<file path="src/rtl/uart_tx_fifo.sv">
// Show-ahead TX FIFO between the user write port and the UART transmitter.
// Define UART_TX_FIFO_CNT_EN to expose the registered occupancy on o_fifo_cnt.
module uart_tx_fifo #(
  parameter int P_UART_DATA_WIDTH = 8,
  parameter int P_FIFO_DEPTH      = 16
) (
  input  logic                                 i_u_clk,
  input  logic                                 i_u_rst,
  input  logic [P_UART_DATA_WIDTH-1:0]         i_user_tx_data,
  input  logic                                 i_user_tx_valid,
  output logic                                 o_user_tx_ready,
  output logic [P_UART_DATA_WIDTH-1:0]         o_uart_tx_data,
  output logic                                 o_uart_tx_valid,
  input  logic                                 i_uart_tx_ready,
  output logic                                 o_fifo_full,
  output logic                                 o_fifo_empty
`ifdef UART_TX_FIFO_CNT_EN
  ,
  output logic [$clog2(P_FIFO_DEPTH):0]        o_fifo_cnt
`endif
);

  localparam int AW = $clog2(P_FIFO_DEPTH);
  localparam int CW = AW + 1;

  logic [P_UART_DATA_WIDTH-1:0] mem [P_FIFO_DEPTH];
  logic [AW-1:0] wr_ptr, rd_ptr;
  logic [CW-1:0] cnt, cnt_nxt;
  logic          full_q, empty_q;
  logic          push, pop;

  // Handshakes use only registered flags, so a push into a full FIFO is
  // refused even when a pop happens in the same cycle.
  assign push = i_user_tx_valid & ~full_q;
  assign pop  = i_uart_tx_ready & ~empty_q;

  always_comb begin
    cnt_nxt = cnt;
    case ({push, pop})
      2'b10:   cnt_nxt = cnt + 1'b1;
      2'b01:   cnt_nxt = cnt - 1'b1;
      default: cnt_nxt = cnt;
    endcase
  end

  always_ff @(posedge i_u_clk) begin
    if (i_u_rst) begin
      wr_ptr  <= '0;
      rd_ptr  <= '0;
      cnt     <= '0;
      full_q  <= 1'b0;
      empty_q <= 1'b1;
    end else begin
      if (push) wr_ptr <= wr_ptr + 1'b1;
      if (pop)  rd_ptr <= rd_ptr + 1'b1;
      cnt     <= cnt_nxt;
      full_q  <= (cnt_nxt == CW'(P_FIFO_DEPTH));
      empty_q <= (cnt_nxt == '0);
    end
  end

  // Storage is not reset; stale words are unreachable once pointers clear.
  always_ff @(posedge i_u_clk) begin
    if (!i_u_rst && push) mem[wr_ptr] <= i_user_tx_data;
  end

  assign o_user_tx_ready = ~full_q;
  assign o_uart_tx_valid = ~empty_q;
  assign o_uart_tx_data  = mem[rd_ptr];
  assign o_fifo_full     = full_q;
  assign o_fifo_empty    = empty_q;
`ifdef UART_TX_FIFO_CNT_EN
  assign o_fifo_cnt      = cnt;
`endif

endmodule

</file>
<file path="config.mk">
export PLATFORM = sky130hd
export DESIGN_NAME = uart_tx_fifo
export DESIGN_NICKNAME = d
export VERILOG_FILES = /design/src/rtl/uart_tx_fifo.sv
export SDC_FILE = /design/constraint.sdc
export NUM_CORES = 1
export LEC_CHECK = 0
export BUFFER_PORTS_ARGS = -buffer_cell sky130_fd_sc_hd__clkbuf_2
export CAP_MARGIN = 10
export CORE_MARGIN = 2
export CORE_UTILIZATION = 50
export DETAILED_ROUTE_END_ITERATION = 12
export PLACE_DENSITY = 0.67
export SLEW_MARGIN = 30
export SYNTH_ARGS = -nofsm -noshare
export SYNTH_HDL_FRONTEND = slang
export SYNTH_SLANG_ARGS = --single-unit
</file>
<file path="constraint.sdc">
create_clock -name i_u_clk -period 3.55 [get_ports i_u_clk]
set_input_delay 0.5325 -clock i_u_clk [delete_from_list [all_inputs] [get_ports i_u_clk]]
set_output_delay 0.5325 -clock i_u_clk [all_outputs]
set_load 0.01 [all_outputs]
</file>
# Word level (Yosys, flattened, before mapping)

Memories as Yosys holds them, arrays and structs flattened. A register that Yosys moved wholly into a read port is not among the register bits.
Index checks and enable logic that the tools add are counted.

Input bits: 12
Memories kept: 1
Memory bits (writable): 128
Output and inout bits: 12
Register bits after elaboration: 15

Memories:

| name | depth | width | rd ports | clocked after Yosys merged registers in | wr ports | RTL line | source |
|---|---|---|---|---|---|---|---|
| mem  | 16    | 8     | 1        | 1                                       | 1        | 26       | `logic [P_UART_DATA_WIDTH-1:0] mem [P_FIFO_DEPTH];` |

Multiplexer cells: 5
Equality and inequality tests: 3
Reductions and logical operators: 3
Bitwise logic cells: 4
Add/sub/neg operators: 4

Operators with widths:

| cell                                             | number |
|---|---|
| case mux 5 bit (2 select lines)                  | 1 |
| adder 4 x 1 -> 4 bit, second input constant      | 2 |
| 2-to-1 mux 4 bit                                 | 2 |
| adder 5 x 1 -> 5 bit, second input constant      | 1 |
| == test 5 bit, second input constant             | 1 |
| zero test 5 bit                                  | 1 |
| subtractor 5 x 1 -> 5 bit, second input constant | 1 |
| bitwise AND 1 bit                                | 2 |
| == test 2 x 1 -> 1 bit, second input constant    | 1 |
| == test 2 bit, second input constant             | 1 |
| 2-to-1 mux 1 bit                                 | 2 |
| inverter 1 bit                                   | 2 |
| logical AND 1 bit                                | 1 |
| zero test 1 bit                                  | 1 |

# Logic depth before layout (Yosys ltp)

Depth in word-level cells: 5
Gate-level depth with buffers: 12

# Worst setup path after synthesis

Ideal clock, no wire load.

Kind: input to register
Start point: in i_user_tx_valid
End point: reg full_q (netlist: o_fifo_full)
Arrival time: 2.589 ns
Path slack: 0.870 ns
Stages: 12
Library setup time: 0.091 ns
Path through: nor2b_1 > clkbuf_1 > inv_1 > ha_1 > buf_2 > xor2_1 > ha_1 > a21oi_1 > mux2i_1 > xor2_1 > and2_1 > nor4bb_1

Word-level cells in the longest chain between the ends: 4
Elaborated cells on any way between the ends: 5

Ends and longest elaborated chain:

| what                                                    | RTL line | source |
|---|---|---|
| start: declaration                                      | 10       | `input logic i_user_tx_valid,` |
| bitwise AND 1 bit (*)                                   | 34       | `assign push = i_user_tx_valid & ~full_q;` |
| == test 2 x 1 -> 1 bit or == test 2 bit (tied branches) | 39       | `case ({push, pop})` |
| case mux 5 bit (2 select lines) (*)                     | 39       |  |
| == test 5 bit (*)                                       | 57       | `full_q <= (cnt_nxt == CW'(P_FIFO_DEPTH));` |
| end signal: assignment                                  | 57       |  |
| end: declaration                                        | 29       | `logic full_q, empty_q;` |

Mark *: on every way between the ends. The rest lies on a longest branch, timed or not.
A chain may end at the register's enable or synchronous reset.

==> flow_summary.json <==
{
  "r2r-start": "o_fifo_full$_SDFF_PP0_",
  "numCtsBuffers": 17,
  "fmax_mhz": 349,
  "syn_nets": 324,
  "clockBufferDepth": 2,
  "n_antenna_cell": 0,
  "slew_viol_final": 0,
  "htreeDepth": 4,
  "seq_power_share": 0.462,
  "dp_hpwl_mm": 6.38,
  "placed_cell_area_sq_um": 6190,
  "drc": 2,
  "syn_avg_cell_area_sq_um": 19.6,
  "antenna_found_initial": 0,
  "synth-xor-area-share": 0.0162,
  "fin_tns_setup_ns": 0,
  "period_minus_slack_ns": 2.87,
  "final_util": 0.589,
  "die_x_um": 113,
  "r2r_setup_slack_ns": 1.09,
  "worstHoldStart": "cnt[4]$_SDFF_PP0_",
  "p_total_mw": 4.28,
  "clock_latency_ns": 0.41,
  "clockRootBuffer": "clkbuf_16",
  "synthDistinctLibCells": 34,
  "hold_end": "cnt[4]$_SDFF_PP0_",
  "p_sw_frac": 0.231,
  "max-slew-margin-rel": 0.346,
  "cp.required_ns": 3.02,
  "path_max_fanout": 32,
  "final_antenna_net_count": 0,
  "clkSinkCount": 147,
  "setup_viol": 0,
  "design_area_sq_um": 6780,
  "rows": 39,
  "switching_power_mw": 0.989,
  "seq_area_frac_synth": 0.711,
  "drt_pass1_iterations": 8,
  "rr_endpoint": "o_fifo_full$_SDFF_PP0_",
  "gr-total-overflow": 0,
  "die_h_um": 113,
  "drive_gt1_frac": 0.223,
  "synth.area.mux_share": 0.172,
  "viasPerCell": 5.64,
  "ir_drop_mv": 0.371,
  "synth_compound_area_frac": 0.0156,
  "combPwrFrac": 0.134,
  "final.setup.worst_slack_ns": 0.682,
  "fin_crit_sh": 0.808,
  "dieArea_sq_um": 12800,
  "syn-cell-area_sq_um": 5940,
  "drtIter0Drc": 241,
  "hold_depth": 2,
  "vias": 2773,
  "cts_tree": "built",
  "p_leak_nw": 2.27,
  "ctsHoldBuffers": 0,
  "dp_slack_ns": 0.804,
  "synth_top_family_by_area": "multiplexers",
  "worstMarginPinSlew_ns": 0.977,
  "synth_async_sr_flop_share": 0,
  "rsz0062_at_grt": "false",
  "cap_viol_max_count": 0,
  "drt_wl_total_mm": 10.1,
  "crit_type": "register to primary output",
  "synth-simple-area-share": 0.0453,
  "violations": "design-rule violations",
  "nets": 356,
  "core-area_sq_um": 11500,
  "hp-class": "register to register",
  "grt_max_degree": 33,
  "syn_inst": 304,
  "clkTransAtPathRegs_ns": 0.06,
  "gp_congestion": 0.791,
  "synth-adder-area-share": 0.0168,
  "finalClockSkew_ns": 0.00857,
  "cts_setup_buffers": 0,
  "grt_pass1_wl_mm": 15.8,
  "clkPwrFrac": 0.404,
  "syn2layout_area_growth_pct": 14.1,
  "status": "complete, but fails checks",
  "worstRegToRegCells": 11,
  "io_buffers": 23,
  "cp-end-kind": "primary output",
  "power.density_nw_per_um2": 631,
  "ios": 24,
  "start_util": 0.516,
  "synth_edf_count": 128,
  "crit_arrival_ns": 2.34,
  "p_int_mw": 3.29,
  "synth_ff_type": "edfxtp_1",
  "hold_viol": 0,
  "first_global_vias": 2751,
  "avgRoutedWirePerCell_um": 20.5,
  "grt_usage": 0.174,
  "yosys_register_bits": 147,
  "synth_warnings": 0,
  "ctsResizeCount": 0,
  "startpoint_type": "register",
  "fillers": 844
}
==> cell type report <==
cell class	instances	area [sq um]	area share
clock buffers	20	457	0.0673
clock inverters	12	131	0.0194
inverters	7	26.3	0.00387
multi-input cells	133	1580	0.233
flip-flops and latches	147	4230	0.623
well taps	143	179	0.0264
repair buffers	30	180	0.0266
==> state kept, by name, summed over array words and instances (netlist names), named ones only <==
| signal | cells |
|---|---|
| o_fifo_full | 1 |
| cnt | 5 |
| o_fifo_empty | 1 |
| mem | 128 |
| rd_ptr | 4 |
| wr_ptr | 4 |
==> synthesized netlist by cell type, types with 2 or more instances <==
library cell	number	area, sq um
nor2_1	35	131
dfxtp_1	19	380
o211ai_1	2	15.0
a21oi_1	2	10.0
buf_8	2	30.0
inv_1	7	26.3
buf_6	3	33.8
buf_1	4	15.0
clkbuf_1	6	22.5
mux2i_1	3	30.0
nand4_1	3	18.8
mux4_2	15	338
nand3b_1	2	15.0
nand2_1	6	22.5
buf_2	2	10.0
ha_1	8	100
nor2b_1	5	31.3
xnor2_1	2	17.5
xor2_1	9	78.8
mux4_1	25	657
o21ai_0	4	20.0
edfxtp_1	128	3840
==> how the worst max path moves through the flow <==
stage / to / depth (start not counted)
2_1_floorplan: o_fifo_full$_SDFF_PP0_ / 12
5_1_grt: o_uart_tx_data[1] / 4
3_5_place_dp: o_fifo_full$_SDFF_PP0_ / 12
4_1_cts: o_uart_tx_data[1] / 4
3_3_place_gp: o_fifo_full$_SDFF_PP0_ / 12
6_report: o_uart_tx_data[1] / 4
==> metrics by stage <==
stage | cells | hold slack [ns]
2_1_floorplan | 304 | 0.485
3_3_place_gp | 460 | 0.510
3_5_place_dp | 460 | 0.511
4_1_cts | 492 | 0.533
5_1_grt | 492 | 0.568
6_report | 492 | 0.528
==> cell usage in the layout (no fill, tap or decap), drive strengths merged, types with 3 or more instances in the layout <==
| master | netlist | layout |
|---|---|---|
| edfxtp | 128 | 128 |
| clkbuf | 6 | 43 |
| mux4 | 40 | 40 |
| nor2 | 35 | 35 |
| dfxtp | 19 | 19 |
| xor2 | 9 | 9 |
| ha | 8 | 8 |
| inv | 7 | 8 |
| buf | 11 | 7 |
| nand2 | 6 | 6 |
| clkinv | 0 | 6 |
| nor2b | 5 | 5 |
| o21ai | 5 | 5 |
| mux2i | 3 | 3 |
| nand4 | 3 | 3 |
| clkinvlp | 0 | 3 |
==> per-layer routing <==
metal | GRT usage | wire length, um | up-vias
met5 | 0 | 0 | -
li1 | - | - | 1294
met2 | 0.270 | 4920 | 69
met4 | 0.0659 | 107 | 0
met1 | 0.237 | 4640 | 1399
met3 | 0.0503 | 437 | 11
==> power by group through the flow <==
stage / combinational [mW] / clock [mW] / sequential (mW)
3_5_place_dp: 0.577 / 0 / 2.01
6_report: 0.573 / 1.73 / 1.98
2_1_floorplan: 0.457 / 0 / 1.99
5_1_grt: 0.628 / 1.84 / 1.98
4_1_cts: 0.581 / 1.75 / 1.98
3_3_place_gp: 0.571 / 0 / 2.01
==> critical path, cell delays in order, from the launching register on <==
cell and delay, ns:
dfxtp_2 0.34, buf_12 0.24, mux4_1 0.69, mux4_2 0.48
clkbuf_2 0.14
==> cell families (layout without fill, tap and decap cells) <==
kind of cell	after synthesis	count (layout)
AOI/OAI and AO/OA	14	14
adders and majority gates	8	8
and+or+nand+nor	57	57
buffers and inverters	24	69
muxes	43	43
xor gates and xnor gates	11	11
DFF	147	147
Note: power is estimated with default switching activity, not from simulation.
